**src/rtl/sm2201_camac_cycle_sequencer_if.sv**
```systemverilog
// Register-access port from the ISA decoder plus the CAMAC crate-bus pins.
// slave is the sequencer side, master the decoder/crate side.
interface sm2201_camac_cycle_sequencer_if;
  logic        req_valid;
  logic        req_write;
  logic [2:0]  req_reg;
  logic [7:0]  req_wdata;
  logic [7:0]  rsp_rdata;
  logic        busy;
  logic        irq;
  logic [11:0] cb_addr;
  logic [15:0] cb_data_in;
  logic [15:0] cb_data_out;
  logic        cb_b_b1;
  logic        cb_cx1;
  logic        cb_prr;
  logic        cb_zk4;

  modport slave (
    input  req_valid, req_write, req_reg, req_wdata, cb_data_in, cb_prr, cb_zk4,
    output rsp_rdata, busy, irq, cb_addr, cb_data_out, cb_b_b1, cb_cx1
  );

  modport master (
    output req_valid, req_write, req_reg, req_wdata, cb_data_in, cb_prr, cb_zk4,
    input  rsp_rdata, busy, irq, cb_addr, cb_data_out, cb_b_b1, cb_cx1
  );
endinterface

```
**src/rtl/sm2201_camac_cycle_sequencer.sv**
```systemverilog
// SM2201 CAMAC cycle sequencer: small register file plus one timed crate read/write
// per start command (setup, strobe until acknowledge or timeout, hold, done).
module sm2201_camac_cycle_sequencer #(
  parameter int unsigned SETUP_CYCLES = 2,
  parameter int unsigned STROBE_MIN   = 4,
  parameter int unsigned TIMEOUT      = 255
) (
  input logic isa_clk,
  input logic isa_reset,
  sm2201_camac_cycle_sequencer_if.slave bus
);

  localparam logic [2:0] REG_ADDR_L = 3'd0;
  localparam logic [2:0] REG_ADDR_H = 3'd1;
  localparam logic [2:0] REG_DATA_L = 3'd2;
  localparam logic [2:0] REG_DATA_H = 3'd3;
  localparam logic [2:0] REG_CMD    = 3'd4;
  localparam logic [2:0] REG_STATUS = 3'd5;

  localparam logic [7:0] SETUP_LAST   = 8'(SETUP_CYCLES - 1);
  localparam logic [7:0] STROBE_LAST  = 8'(STROBE_MIN - 1);
  localparam logic [7:0] TIMEOUT_LAST = 8'(TIMEOUT - 1);

  typedef enum logic [2:0] {
    IDLE   = 3'd0,
    SETUP  = 3'd1,
    STROBE = 3'd2,
    HOLD   = 3'd3,
    DONE   = 3'd4
  } state_t;

  state_t      state;
  state_t      state_nxt;
  logic [7:0]  cnt;

  logic [11:0] addr;
  logic [11:0] cyc_addr;
  logic [15:0] wdata;
  logic [15:0] rdata;
  logic        dir;
  logic        done;
  logic        timeout;
  logic [7:0]  rsp_q;
  logic [7:0]  rd_mux;
  logic        irq_q;

  logic        prr_meta;
  logic        prr_s;
  logic        lam_meta;
  logic        lam_s;

  logic        busy_c;
  logic        cx1_c;
  logic        b_b1_c;
  logic [15:0] data_out_c;

  logic        wr_en;
  logic        rd_en;
  logic        cmd_wr;
  logic        start;
  logic        clr;
  logic        strobe_ack;
  logic        strobe_tmo;

  assign wr_en  = bus.req_valid & bus.req_write;
  assign rd_en  = bus.req_valid & ~bus.req_write;
  assign cmd_wr = wr_en && (bus.req_reg == REG_CMD);
  assign start  = cmd_wr && bus.req_wdata[0] && !busy_c;
  assign clr    = cmd_wr && bus.req_wdata[2];

  // cnt restarts on every state change, so inside STROBE it holds elapsed clocks minus one.
  assign strobe_ack = (state == STROBE) && prr_s && (cnt >= STROBE_LAST);
  assign strobe_tmo = (state == STROBE) && !strobe_ack && (cnt == TIMEOUT_LAST);

  always_ff @(posedge isa_clk or posedge isa_reset) begin
    if (isa_reset) begin
      state <= IDLE;
    end else begin
      state <= state_nxt;
    end
  end

  always_comb begin
    state_nxt = state;
    case (state)
      IDLE, DONE: state_nxt = start ? SETUP : IDLE;
      SETUP:      if (cnt == SETUP_LAST) state_nxt = STROBE;
      STROBE:     if (strobe_ack || strobe_tmo) state_nxt = HOLD;
      HOLD:       state_nxt = DONE;
      default:    state_nxt = IDLE;
    endcase
  end

  always_comb begin
    busy_c     = 1'b0;
    cx1_c      = 1'b0;
    b_b1_c     = 1'b1;
    data_out_c = 16'h0000;
    case (state)
      SETUP, STROBE, HOLD: begin
        busy_c     = 1'b1;
        cx1_c      = (state == STROBE);
        b_b1_c     = dir;
        data_out_c = dir ? 16'h0000 : wdata;
      end
      default: ;
    endcase
  end

  always_ff @(posedge isa_clk or posedge isa_reset) begin
    if (isa_reset) begin
      cnt <= 8'h00;
    end else if (state_nxt != state) begin
      cnt <= 8'h00;
    end else if (cnt != 8'hFF) begin
      cnt <= cnt + 8'd1;
    end
  end

  // cb_prr / cb_zk4 are asynchronous and active low; keep them active high internally.
  always_ff @(posedge isa_clk or posedge isa_reset) begin
    if (isa_reset) begin
      prr_meta <= 1'b0;
      prr_s    <= 1'b0;
      lam_meta <= 1'b0;
      lam_s    <= 1'b0;
    end else begin
      prr_meta <= ~bus.cb_prr;
      prr_s    <= prr_meta;
      lam_meta <= ~bus.cb_zk4;
      lam_s    <= lam_meta;
    end
  end

  always_ff @(posedge isa_clk or posedge isa_reset) begin
    if (isa_reset) begin
      addr     <= 12'h000;
      wdata    <= 16'h0000;
      dir      <= 1'b0;
      cyc_addr <= 12'h000;
    end else begin
      if (wr_en && !busy_c) begin
        case (bus.req_reg)
          REG_ADDR_L: addr[7:0]   <= bus.req_wdata;
          REG_ADDR_H: addr[11:8]  <= bus.req_wdata[3:0];
          REG_DATA_L: wdata[7:0]  <= bus.req_wdata;
          REG_DATA_H: wdata[15:8] <= bus.req_wdata;
          REG_CMD:    dir         <= bus.req_wdata[1];
          default: ;
        endcase
      end
      if (start) begin
        cyc_addr <= addr;
      end
    end
  end

  // Setting a flag wins over a clear landing on the same edge.
  always_ff @(posedge isa_clk or posedge isa_reset) begin
    if (isa_reset) begin
      done    <= 1'b0;
      timeout <= 1'b0;
    end else begin
      if (state == HOLD) begin
        done <= 1'b1;
      end else if (clr || start) begin
        done <= 1'b0;
      end
      if (strobe_tmo) begin
        timeout <= 1'b1;
      end else if (clr || start) begin
        timeout <= 1'b0;
      end
    end
  end

  always_ff @(posedge isa_clk or posedge isa_reset) begin
    if (isa_reset) begin
      rdata <= 16'h0000;
    end else if (strobe_ack && dir) begin
      rdata <= bus.cb_data_in;
    end
  end

  always_comb begin
    rd_mux = 8'h00;
    case (bus.req_reg)
      REG_ADDR_L: rd_mux = addr[7:0];
      REG_ADDR_H: rd_mux = {4'h0, addr[11:8]};
      REG_DATA_L: rd_mux = rdata[7:0];
      REG_DATA_H: rd_mux = rdata[15:8];
      REG_CMD:    rd_mux = {6'b000000, dir, 1'b0};
      REG_STATUS: rd_mux = {4'h0, lam_s, timeout, done, busy_c};
      default:    rd_mux = 8'h00;
    endcase
  end

  always_ff @(posedge isa_clk or posedge isa_reset) begin
    if (isa_reset) begin
      rsp_q <= 8'h00;
      irq_q <= 1'b0;
    end else begin
      if (rd_en) begin
        rsp_q <= rd_mux;
      end
      irq_q <= lam_s | done;
    end
  end

  assign bus.rsp_rdata   = rsp_q;
  assign bus.busy        = busy_c;
  assign bus.irq         = irq_q;
  assign bus.cb_addr     = cyc_addr;
  assign bus.cb_data_out = data_out_c;
  assign bus.cb_b_b1     = b_b1_c;
  assign bus.cb_cx1      = cx1_c;

endmodule

```
**src/flat_wrapper.sv**
```systemverilog
// flat-port wrapper written by rule: the top's interface ports become plain ports
module sm2201_camac_cycle_sequencer_flat 
#(
  parameter int unsigned SETUP_CYCLES = 2,
  parameter int unsigned STROBE_MIN   = 4,
  parameter int unsigned TIMEOUT      = 255
)
  (isa_clk, isa_reset, bus_req_valid, bus_req_write, bus_req_reg, bus_req_wdata, bus_cb_data_in, bus_cb_prr, bus_cb_zk4, bus_rsp_rdata, bus_busy, bus_irq, bus_cb_addr, bus_cb_data_out, bus_cb_b_b1, bus_cb_cx1);
  sm2201_camac_cycle_sequencer_if bus_i ();
  input logic isa_clk;
  input logic isa_reset;
  input wire logic [$bits(bus_i.req_valid)-1:0] bus_req_valid;
  input wire logic [$bits(bus_i.req_write)-1:0] bus_req_write;
  input wire logic [$bits(bus_i.req_reg)-1:0] bus_req_reg;
  input wire logic [$bits(bus_i.req_wdata)-1:0] bus_req_wdata;
  input wire logic [$bits(bus_i.cb_data_in)-1:0] bus_cb_data_in;
  input wire logic [$bits(bus_i.cb_prr)-1:0] bus_cb_prr;
  input wire logic [$bits(bus_i.cb_zk4)-1:0] bus_cb_zk4;
  output wire logic [$bits(bus_i.rsp_rdata)-1:0] bus_rsp_rdata;
  output wire logic [$bits(bus_i.busy)-1:0] bus_busy;
  output wire logic [$bits(bus_i.irq)-1:0] bus_irq;
  output wire logic [$bits(bus_i.cb_addr)-1:0] bus_cb_addr;
  output wire logic [$bits(bus_i.cb_data_out)-1:0] bus_cb_data_out;
  output wire logic [$bits(bus_i.cb_b_b1)-1:0] bus_cb_b_b1;
  output wire logic [$bits(bus_i.cb_cx1)-1:0] bus_cb_cx1;
  assign bus_i.req_valid = bus_req_valid;
  assign bus_i.req_write = bus_req_write;
  assign bus_i.req_reg = bus_req_reg;
  assign bus_i.req_wdata = bus_req_wdata;
  assign bus_i.cb_data_in = bus_cb_data_in;
  assign bus_i.cb_prr = bus_cb_prr;
  assign bus_i.cb_zk4 = bus_cb_zk4;
  assign bus_rsp_rdata = bus_i.rsp_rdata;
  assign bus_busy = bus_i.busy;
  assign bus_irq = bus_i.irq;
  assign bus_cb_addr = bus_i.cb_addr;
  assign bus_cb_data_out = bus_i.cb_data_out;
  assign bus_cb_b_b1 = bus_i.cb_b_b1;
  assign bus_cb_cx1 = bus_i.cb_cx1;
  sm2201_camac_cycle_sequencer #(.SETUP_CYCLES(SETUP_CYCLES), .STROBE_MIN(STROBE_MIN), .TIMEOUT(TIMEOUT)) u_core (.isa_clk(isa_clk), .isa_reset(isa_reset), .bus(bus_i));
endmodule
```
**config.mk**
```make
export PLATFORM = sky130hd
export DESIGN_NAME = sm2201_camac_cycle_sequencer_flat
export DESIGN_NICKNAME = d
export VERILOG_FILES = /design/src/rtl/sm2201_camac_cycle_sequencer_if.sv /design/src/rtl/sm2201_camac_cycle_sequencer.sv /design/src/flat_wrapper.sv
export SDC_FILE = /design/constraint.sdc
export NUM_CORES = 1
export LEC_CHECK = 0
export ABC_AREA = 1
export CELL_PAD_IN_SITES_DETAIL_PLACEMENT = 1
export CELL_PAD_IN_SITES_GLOBAL_PLACEMENT = 1
export CORE_ASPECT_RATIO = 1.5
export CORE_MARGIN = 1
export CORE_UTILIZATION = 40
export CTS_BUF_LIST = sky130_fd_sc_hd__clkbuf_4 sky130_fd_sc_hd__clkbuf_8
export CTS_CLUSTER_SIZE = 12
export DETAILED_ROUTE_END_ITERATION = 8
export PLACE_DENSITY_LB_ADDON = 0.12
export SLEW_MARGIN = 10
export SYNTH_ARGS = -nofsm -noshare
export SYNTH_HDL_FRONTEND = slang
export SYNTH_SLANG_ARGS = --single-unit
```
**constraint.sdc**
```tcl
create_clock -name isa_clk -period 3.5 [get_ports isa_clk]
set_input_delay 0.525 -clock isa_clk [delete_from_list [all_inputs] [get_ports isa_clk]]
set_output_delay 0.525 -clock isa_clk [all_outputs]
set_load 0.02 [all_outputs]
```
# Word-level counts from Yosys, hierarchy flattened
# Cells that the tools add are included.
# totals
register_bits,83
latchBits,0
mem_bits_rw,0
rom_bits,0
in_bits,33
output_inout_bits,40
word_cells,79
n_memories,0
# classes
addsub,1
n_mul,0
div,0
magnitude_cmp,1
n_eq_ne,13
shift,0
n_mux,15
bitwise_logic,6
reduce_logical,26
# op_table
cell,count
one-hot mux 8 bit (6 select lines),1
2-to-1 mux 16 bit,2
2-to-1 mux 8 bit,2
== test 3 x 2 -> 1 bit (second input constant),4
one-hot mux 3 bit (4 select lines),1
logical AND 1 bit,10
AND reduction 2 bit,5
== test 3 bit (second input constant),3
adder 8 x 1 -> 8 bit (second input constant),1
== test 8 x 1 -> 1 bit (second input constant),1
== test 8 bit (second input constant),1
greater-or-equal comparator 8 x 2 -> 1 bit (second input constant),1
!= test 8 bit (second input constant),1
2-to-1 mux 1 bit,7
== test 3 x 1 -> 1 bit (second input constant),2
logical NOT 3 bit,2
2-to-1 mux 3 bit,2
nonzero test 2 bit,3
!= test 3 bit,1
inverter 1 bit,3
OR reduction 3 bit,1
bitwise AND 1 bit,2
logical NOT 1 bit,2
logical OR 1 bit,2
2 further kinds,2

# Depth between registers and ports, before layout
# Gate-level depths: netlist of run 1.
# depth
ltp_word,11
mapped_depth,11
ltp_nobuf,11

# Worst setup path after synthesis of run 1
# Ideal clock, no wire load.
# synth_timing
path_kind,reg-to-output
start,register u_core.dir
end,output port bus_cb_data_out[10]
t_arrival_ns,1.208
required_ns,2.975
slack_ns,1.767
stages_incl_launch_ff,5
path_buffers,1
cell_sequence,dfrtp_1 -> inv_1 -> clkbuf_1 -> nand2_1 -> nor2_1
# synth_via
elab_chain_cells,2
# synth_rtl
element,line_no,rtl
"start, declared",sm2201_camac_cycle_sequencer.sv:40,logic dir;
"start signal, assigned",sm2201_camac_cycle_sequencer.sv:148,REG_CMD: dir <= bus.req_wdata[1];
2-to-1 mux 16 bit,sm2201_camac_cycle_sequencer.sv:104,data_out_c = dir ? 16'h0000 : wdata;
2-to-1 mux 16 bit,sm2201_camac_cycle_sequencer.sv:99,case (state)
"end, declared",flat_wrapper.sv:23,output wire logic [$bits(bus_i.cb_data_out)-1:0] bus_cb_data_out;
# Every way passes these cells.

# Worst setup path in the final report of run 1
# Ends and elaborated chain as after synthesis.

==> run_results.csv, run 1 <==
group,metric,value,unit
run_status,outcome,"finished clean",
floorplan,row_count,43,
power,power_density,717.4,nW/um2
yosys,ys.flop_type,"dfrtp_1",
yosys,netlist_instances,436,
clock_network,cts_tree,"yes",
layout,drive_above_1_share,9.922,%
sta,slew_viol_final,0,
critical_path,path_class,"reg2out",
layout,final_common_cell,"nand2_1",
clock_network,cts_setup_buffers,0,
sta,rsz0062_at_grt,"false",
layout,final_nets,545,
clock_network,cts-resized-gates,0,
floorplan,die_area,9815,um2
critical_path,end_kind,"output port",
yosys,async_reset_ff_share,100.0,%
routing,drt-wirelength-per-cell,15.77,um
layout,n_antenna_cell,0,
critical_path,reg2regPathDepth,4,
layout,regArea,2077,um2
grt,grt_pass1_wl,16300,um
clock_network,clkTransAtPathRegs,0.08,ns
grt,grt_max_degree,84,
sta,skew,0.006988,ns
routing,ant_nets,0,
critical_path,arrival,2.08,ns
floorplan,start_util,40.94,%
grt,track_usage,22.50,%
layout,mostFrequentLayoutCells,"120 x nand2_1, 83 x dfrtp_1, 72 x clkdlybuf4s50_1",
sta,fin_tns_setup,0,ns
routing,viasPerCell,4.982,
yosys,synthesis.nets,472,
critical_path,reg2reg_slack,1.66,ns
routing,vias,3119,
worst_hold_path,whs_path_depth,0,
placement,place_ws,1.098,ns
yosys,synth-seq-area-share,55.15,%
worst_hold_path,min_from,"u_core.lam_meta",
floorplan,die_y,120.8,um
layout,fillers,1103,
power,ir_drop,0.0003562,V
power,power_leakage,2.159,nW
layout,layout.cells.non_filler,626,
yosys,synth_edf_count,0,
critical_path,r2r_end,"u_core.bus.cb_addr[1]",
yosys,synth.avg_cell_area,8.638,um2
yosys,yosys.area.top_type,"dfrtp_1",
sta,worst_slack,0.8923,ns
sta,relSlewSlack,60.92,%
routing,first_iter_violations,141,
routing,dr.pass1.iters,4,
placement,dp.cells,610,
critical_path,required,2.97,ns
clock_network,cts_root_buf,"clkbuf_8",
clock_network,clock_latency,0.35,ns
yosys,netlist_area,3766,um2
critical_path,rr_startpoint,"u_core.state[1]",
sta,worst_pin_slew,0.5856,ns
job,drv_cap,0,
power,finalPower,0.003443,W
grt,antenna_found_initial,0,
worst_hold_path,min_to,"u_core.lam_s",
critical_path,crit_fanout,18,
placement,dpl.hpwl,7230,um
placement,gp_congestion,0.7740,
worst_hold_path,holdCritPathClass,"reg2reg",
grt,grt_pass1_vias,3301,
yosys,ys_ff_latch,83,
layout,multiInputGateArea,1425,um2
sta,period_share,74.51,%
yosys,ys_warn_count,0,
yosys,synth.area.top_cells,"dfrtp_1 55%, nand2_1 12%, o21ai_1 4.7%, inv_1 4.6%, o21ai_0 4.4%",
floorplan,placeableCoreArea,9200,um2
clock_network,cts_num_sinks,83,
grt,grt_overflow,0,
sta,timing.final.crit_period,2.608,ns
sta,setup_viol_count_final,0,
critical_path,startpoint_type,"flip-flop",
yosys,synth_top_area_share,55.15,%
clock_network,holdBufCountCts,0,
placement,port_buffers,72,
floorplan,die_w,81.23,um
routing,drt_wl_total,9874,um
clock_network,ctsLongestPathBuffers,2,
sta,max_clock_freq,0.3835,GHz
sta,hold_violations,0,
clock_network,htreeDepth,3,
clock_network,cts_buffers,9,
routing,drc,0,
yosys,synth.distinct_cells,34,
layout,area_delta_synth_final,27.44,%
floorplan,io-pin-count,73,
==> routing by layer <==
metal  global-route usage (%)  vias to the layer above  part of all wire (%)
met4                    8.259                        0                   2.0
li1                         -                     1541                     -
met2                    37.82                       53                    51
met1                    28.31                     1512                    45
met5                        0                        -                     0
met3                    4.151                       13                   2.3
==> power by group <==
part	switching, W	internal (W)
combinational	0.000720	0.000497
sequential	0.000212	0.00127
clock	0.000343	0.000398
==> worst max path at each step <==
stage                         startpoint               endpoint  slack (ns)  cells past startpoint
final                         u_core.dir    bus_cb_data_out[10]        0.89                      4
after global routing          u_core.dir    bus_cb_data_out[10]        0.74                      4
after CTS                     u_core.dir    bus_cb_data_out[10]        0.84                      4
after detailed placement  bus_req_reg[1]  u_core.bus.cb_addr[1]        1.10                      6
after floorplan                isa_reset         u_core.addr[0]        0.84                      1
after global placement    bus_req_reg[1]  u_core.bus.cb_addr[9]        1.19                      6
==> logic make-up after synthesis <==
logic type	Yosys count	synth area share [%]
AND/OR/NAND/NOR	200	23.32
adder cells (fa/ha/maj)	3	0.9968
multiplexers	2	0.5980
buffers and inverters	62	7.010
XOR/XNOR	3	0.6978
AO/OA/AOI/OAI	83	12.23
flip-flops	83	55.15
==> cells in the mapped netlist, drive strengths merged, types with 2 or more instances <==
master,count
o21ai,69
nor2,51
inv,49
xor2,3
nand3,14
clkbuf,5
buf,8
nand2,126
a221oi,6
nor3,2
ha,3
o22ai,3
dfrtp,83
mux2,2
nand4,5
==> per-stage QoR <==
step	utilization, %	hold slack [ns]	instance area, um2
3_5_place_dp	49.82	0.3444	4583
6_report	52.17	0.3610	4800
3_3_place_gp	49.82	0.3392	4583
4_1_cts	52.17	0.3642	4800
2_1_floorplan	-	0.3312	3766
5_1_grt	52.17	0.3752	4800
==> state kept, by name (all words and copies together) (netlist names) <==
signal	flops
u_core.cnt	8
u_core.addr	12
u_core.prr_s	1
u_core.bus.rsp_rdata	8
u_core.prr_meta	1
u_core.timeout	1
u_core.wdata	16
u_core.state	3
u_core.dir	1
u_core.bus.cb_addr	12
u_core.lam_meta	1
u_core.bus.irq	1
u_core.done	1
u_core.rdata	16
u_core.lam_s	1
==> worst max-delay path, stage by stage (launching register included) <==
cell and delay [ns]:
dfrtp_1 0.39, inv_1 0.44, nand2_1 0.10, nor2_1 0.18
clkdlybuf4s50_1 0.62
==> area by class of cell <==
type,count,share of cell area (%)
clock buffers,13,3.598
clock inverters,3,0.9124
inverters,49,3.858
multi-input cells,291,29.69
flip-flops and latches,83,43.27
well taps,112,2.920
repair buffers,75,15.75
(Power assumes the default switching activity.)
==> run 2, diff against run 1 <==
==> constraint.sdc (replaced) <==
create_clock -name isa_clk -period 2.4 [get_ports isa_clk]
set_input_delay 0.36 -clock isa_clk [delete_from_list [all_inputs] [get_ports isa_clk]]
set_output_delay 0.36 -clock isa_clk [all_outputs]
set_load 0.02 [all_outputs]
==> run_results.csv, run 2 (synthesis gave the netlist of run 1 again) <==
group,metric,value,unit
run_status,outcome,"finished clean",
critical_path,required,2.04,ns
sta,timing.final.crit_period,2.236,ns
floorplan,start_util,40.94,%
clock_network,clock_latency,0.36,ns
placement,place_ws,0.3387,ns
floorplan,die_w,81.23,um
layout,mostFrequentLayoutCells,"120 x nand2_1, 83 x dfrtp_1, 56 x clkdlybuf4s50_1",
power,ir_drop,0.0004884,V
layout,drive_above_1_share,10.47,%
grt,grt_pass1_vias,3405,
layout,multiInputGateArea,1433,um2
sta,rsz0062_at_grt,"false",
grt,grt_max_degree,32,
power,pwr-share-comb,34.7,%
floorplan,die_y,120.8,um
sta,max_clock_freq,0.4473,GHz
clock_network,htreeDepth,3,
power,power_switching,0.001930,W
routing,dr.pass1.iters,4,
clock_network,ctsLongestPathBuffers,2,
critical_path,crit_fanout,18,
critical_path,reg2regPathDepth,9,
sta,setup_viol_count_final,0,
power,clockPowerShare,22.8,%
placement,gp_congestion,0.8730,
critical_path,arrival,1.88,ns
floorplan,placeableCoreArea,9200,um2
routing,drt-wirelength-per-cell,16.25,um
critical_path,r2r_end,"u_core.rdata[9]",
sta,hold_violations,0,
routing,ant_nets,0,
clock_network,cts_root_buf,"clkbuf_8",
layout,fillers,1091,
clock_network,cts_buffers,9,
grt,track_usage,23.53,%
sta,worst_pin_slew,0.6977,ns
routing,drc,0,
power,p_int,0.003222,W
sta,slew_viol_final,0,
placement,port_buffers,72,
routing,drt_wl_total,10210,um
layout,regArea,2077,um2
floorplan,io-pin-count,73,
clock_network,cts_tree,"yes",
layout,utilization,53.15,%
layout,area_delta_synth_final,29.83,%
sta,fin_tns_setup,0,ns
critical_path,startpoint_type,"flip-flop",
placement,dpl.hpwl,7471,um
sta,period_share,93.15,%
routing,vias,3203,
power,power_density,1054,nW/um2
clock_network,clkTransAtPathRegs,0.08,ns
layout,top_regs,"u_core.rdata (16), u_core.wdata (16)",
critical_path,path_class,"reg2out",
critical_path,reg2reg_slack,0.74,ns
routing,viasPerCell,5.100,
layout,final_nets,547,
critical_path,cp-endpoint,"bus_cb_b_b1",
sta,relSlewSlack,53.39,%
clock_network,cts_num_sinks,83,
grt,grt_pass1_wl,16970,um
power,seqPwrFrac,42.5,%
critical_path,end_kind,"output port",
routing,first_iter_violations,121,
job,drv_cap,0,
power,power_leakage,2.417,nW
layout,n_antenna_cell,0,
layout,final_common_cell,"nand2_1",
power,switching_share,37.46,%
critical_path,rr_startpoint,"u_core.cnt[0]",
clock_network,holdBufCountCts,0,
worst_hold_path,holdCritPathClass,"reg2reg",
grt,grt_overflow,0,
sta,worst_slack,0.1643,ns
sta,skew,0.01331,ns
floorplan,die_area,9815,um2
floorplan,row_count,43,
critical_path,critPathLaunch,"u_core.dir",
grt,antenna_found_initial,0,
## run 2: changes by cell type in the layout (fill, tap and decap cells not counted), sizes merged, moves of 2 or more
cell,change
buf,+2
clkbuf,-2
dlymetal6s2s,+13
inv,-2
clkdlybuf4s50,-16
dlygate4sd2,+3
clkinvlp,+3
## run 2: worst min path at each step
stage | from | end | slack, ns | depth (start not counted)
2_1_floorplan | u_core.lam_meta | u_core.lam_s | 0.33 | 0
3_3_place_gp | u_core.prr_meta | u_core.prr_s | 0.34 | 0
3_5_place_dp | u_core.prr_meta | u_core.prr_s | 0.34 | 0
4_1_cts | u_core.prr_meta | u_core.prr_s | 0.36 | 0
5_1_grt | u_core.lam_meta | u_core.lam_s | 0.36 | 0
6_report | u_core.prr_meta | u_core.prr_s | 0.35 | 0
## run 2: worst max-delay path: stages, from the launching register on
cell	delay [ns]
dfrtp_1	0.40
clkinvlp_4	0.32
nand2_1	0.18
clkdlybuf4s50_1	0.62
## run 2: per-stage QoR
step	power (W)	cells	hold WS, ns	cell area, um2
floorplan	0.003263	436	0.3312	3770
global placement	0.003928	612	0.3366	4613
detailed placement	0.004015	612	0.3364	4613
CTS	0.005220	628	0.3551	4857
global route	0.005506	628	0.3611	4890
finish	0.005151	628	0.3525	4890
## run 2: power by group through the flow
| stage | combinational [W] | clock, W | sequential [W] |
|---|---|---|---|
| 4_1_cts | 0.00183 | 0.00120 | 0.00219 |
| 3_3_place_gp | 0.00175 | 0 | 0.00218 |
| 2_1_floorplan | 0.00107 | 0 | 0.00219 |
| 5_1_grt | 0.00200 | 0.00125 | 0.00225 |
| 3_5_place_dp | 0.00181 | 0 | 0.00220 |
| 6_report | 0.00179 | 0.00118 | 0.00219 |
## run 2: cell type report
| class | count | share of cell area (%) |
|---|---|---|
| Tap cell | 112 | 2.866 |
| Clock inverter | 5 | 1.740 |
| Multi-Input combinational cell | 291 | 29.30 |
| Sequential cell | 83 | 42.48 |
| Inverter | 49 | 3.915 |
| Timing Repair Buffer | 77 | 16.61 |
| Clock buffer | 11 | 3.096 |
## run 2: what timing repair did
action                     in CTS  in global routing
gates resized for setup         5                 13
setup buffers                   0                  0
setup endpoints to repair      16                 13
## run 2: per-layer routing
metal  share of wire [%]  track usage, %  up-vias
met4                 3.6           11.61        0
met5                   0               0        -
li1                    -               -     1549
met1                  42           27.30     1564
met3                 2.7           3.623       21
met2                  52           41.07       69
==> run 3, diff against run 2 <==
--- a/config.mk
+++ b/config.mk
@@ -5,12 +5,11 @@
 export SDC_FILE = /design/constraint.sdc
 export NUM_CORES = 1
 export LEC_CHECK = 0
-export ABC_AREA = 1
 export CELL_PAD_IN_SITES_DETAIL_PLACEMENT = 1
 export CELL_PAD_IN_SITES_GLOBAL_PLACEMENT = 1
 export CORE_ASPECT_RATIO = 1.5
 export CORE_MARGIN = 1
-export CORE_UTILIZATION = 40
+export CORE_UTILIZATION = 43
 export CTS_BUF_LIST = sky130_fd_sc_hd__clkbuf_4 sky130_fd_sc_hd__clkbuf_8
 export CTS_CLUSTER_SIZE = 12
 export DETAILED_ROUTE_END_ITERATION = 8
==> run_results.csv, run 3 <==
group,metric,value,unit
grt,grt_pass1_vias,2749,
yosys,netlist_area,3719,um2
sta,slew_viol_final,0,
yosys,netlist_instances,289,
power,switching_share,23.11,%
critical_path,path_class,"reg2out",
critical_path,startpoint_type,"flip-flop",
power,power_leakage,2.530,nW
placement,dpl.hpwl,6499,um
routing,ant_nets,0,
sta,relSlewSlack,65.70,%
layout,final_common_cell,"dfrtp_1",
yosys,synthesis.nets,325,
layout,layout.cells.non_filler,489,
worst_hold_path,whs_path_depth,0,
routing,viasPerCell,5.286,
layout,top_regs,"u_core.rdata (16), u_core.wdata (16)",
yosys,synth-seq-area-share,55.85,%
worst_hold_path,min_to,"u_core.lam_s",
clock_network,clkTransAtPathRegs,0.08,ns
routing,drc,0,
yosys,ys_ff_latch,83,
layout,fillers,874,
critical_path,r2r_end,"u_core.rdata[3]",
sta,worst_pin_slew,0.5135,ns
critical_path,crit_fanout,17,
yosys,ys.flop_type,"dfrtp_1",
critical_path,end_kind,"output port",
yosys,yosysMostFrequentCell,"dfrtp_1",
floorplan,start_util,44.20,%
layout,final_nets,413,
layout,area_delta_synth_final,32.64,%
floorplan,row_count,41,
sta,max_clock_freq,0.4434,GHz
critical_path,reg2regPathDepth,4,
yosys,yosys.area.top_type,"dfrtp_1",
yosys,synth.avg_cell_area,12.87,um2
sta,rsz0062_at_grt,"false",
floorplan,io-pin-count,73,
grt,antenna_found_initial,0,
sta,fin_tns_setup,0,ns
grt,grt.met1_usage,25.24,%
power,p_int,0.002086,W
clock_network,cts_root_buf,"clkbuf_8",
grt,grt_max_degree,58,
grt,track_usage,21.35,%
job,drv_cap,0,
yosys,synth.distinct_cells,43,
critical_path,rr_startpoint,"u_core.cnt[7]",
clock_network,clock_latency,0.35,ns
power,power_switching,0.0006272,W
sta,skew,0.007390,ns
grt,grt_overflow,0,
layout,drive_above_1_share,28.01,%
critical_path,reg2reg_slack,0.24,ns
yosys,synth_common_cells,"83 x dfrtp_1, 62 x mux2_2, 18 x and2_1",
floorplan,placeableCoreArea,8413,um2
power,power_density,550.2,nW/um2
sta,period_share,93.96,%
sta,timing.final.crit_period,2.255,ns
yosys,synth.area.top_cells,"dfrtp_1 56%, mux2_2 19%, and2_1 3.0%, a22o_1 1.6%, a21oi_1 1.3%",
yosys,synth_edf_count,0,
floorplan,die_w,77.93,um
power,clockPowerShare,38.5,%
worst_hold_path,min_from,"u_core.lam_meta",
layout,multiInputGateArea,1555,um2
grt,busiest_layer,"met2",
placement,port_buffers,72,
power,pwr-share-comb,8.1,%
clock_network,cts_buffers,9,
critical_path,arrival,1.90,ns
critical_path,required,2.04,ns
placement,dp.cells,472,
routing,first_iter_violations,93,
floorplan,die_y,115.9,um
sta,hold_violations,0,
layout,mostFrequentLayoutCells,"83 x dfrtp_1, 62 x mux2_2, 56 x clkdlybuf4s50_1",
power,seqPwrFrac,53.4,%
routing,vias,2585,
clock_network,htreeDepth,3,
clock_network,cts_tree,"yes",
worst_hold_path,holdCritPathClass,"reg2reg",
power,ir_drop,0.0003300,V
sta,worst_slack,0.1449,ns
yosys,async_reset_ff_share,100.0,%
placement,gp_congestion,0.7514,
clock_network,cts_num_sinks,83,
grt,grt_pass1_wl,14270,um
layout,n_antenna_cell,0,
sta,setup_viol_count_final,0,
clock_network,holdBufCountCts,0,
yosys,synth_top_area_share,55.85,%
run_status,outcome,"finished clean",
routing,dr.pass1.iters,4,
yosys,ys_warn_count,0,
routing,drt_wl_total,9009,um
grt,grt_util_met3,4.488,%
layout,regArea,2077,um2
floorplan,die_area,9032,um2
placement,place_ws,-0.04825,ns
grt,grtUsageMet2,37.99,%
routing,drt-wirelength-per-cell,18.42,um
clock_network,ctsLongestPathBuffers,2,
## run 3: kinds of logic (layout without fill, tap and decap cells)
group                      after synthesis  after routing  share of synthesized area (%)
xor gates and xnor gates                 2              2                         0.4711
muxes                                   68             68                          21.06
and+or+nand+nor                         70             70                          11.00
buffers and inverters                   22            115                          2.658
DFF                                     83             83                          55.85
adders and majority gates                3              3                          1.010
AOI/OAI and AO/OA                       41             41                          7.941
## run 3: power groups by stage
stage	clock [W]	combinational, W	sequential (W)
after floorplan	0	0.0000841	0.00149
after global placement	0	0.000218	0.00147
after detailed placement	0	0.000224	0.00148
after CTS	0.00108	0.000225	0.00145
after global routing	0.00113	0.000239	0.00145
final	0.00104	0.000220	0.00145
## run 3: worst max path at each step
stage	start	end	slack (ns)	cells after the start
2_1_floorplan	u_core.state[0]	u_core.rdata[0]	0.38	5
3_3_place_gp	u_core.state[2]	bus_cb_data_out[10]	0.1	4
3_5_place_dp	u_core.state[2]	bus_cb_data_out[2]	-0.05	4
4_1_cts	u_core.state[0]	bus_cb_cx1	0.02	3
5_1_grt	u_core.state[1]	bus_cb_b_b1	0.05	5
6_report	u_core.state[1]	bus_cb_b_b1	0.14	5
## run 3: metal layers
layer / share of wire [%] / wire [um] / vias up
li1: - / - / 1211
met1: 42 / 3777 / 1305
met2: 53 / 4778 / 61
met3: 3.6 / 326 / 8
met4: 1.4 / 125 / 0
met5: 0 / 0 / -
## run 3: metrics by stage
step	hold slack (ns)	cell area (um2)	total power, W	utilization [%]
after global placement	0.3345	4648	0.001692	55.25
after detailed placement	0.3426	4648	0.001700	55.25
after floorplan	0.3312	3722	0.001572	-
after global routing	0.3618	4932	0.002827	58.63
final	0.3546	4932	0.002714	58.63
after CTS	0.3580	4887	0.002759	58.09
## run 3: critical path, stage by stage, from the launching register on
cell and delay [ns]:
dfrtp_1 0.39, o21bai_1 0.28, nor2_4 0.09, buf_12 0.15
inv_1 0.05, clkdlybuf4s50_1 0.59
## run 3: area by class of cell
type	count	area share [%]
multi-input combinational	184	31.53
clock inverter	5	1.218
tap	107	2.714
clock buffer	11	3.070
timing repair buffer	89	18.52
sequential	83	42.11
inverter	10	0.8371
## run 3: timing repair
action	in CTS	in global routing
resized for setup	2	17
pin swaps	1	0
cloned	0	0
endpoints found under the setup margin	17	17
endpoints found under the hold margin	0	0
buffers inserted	1	0
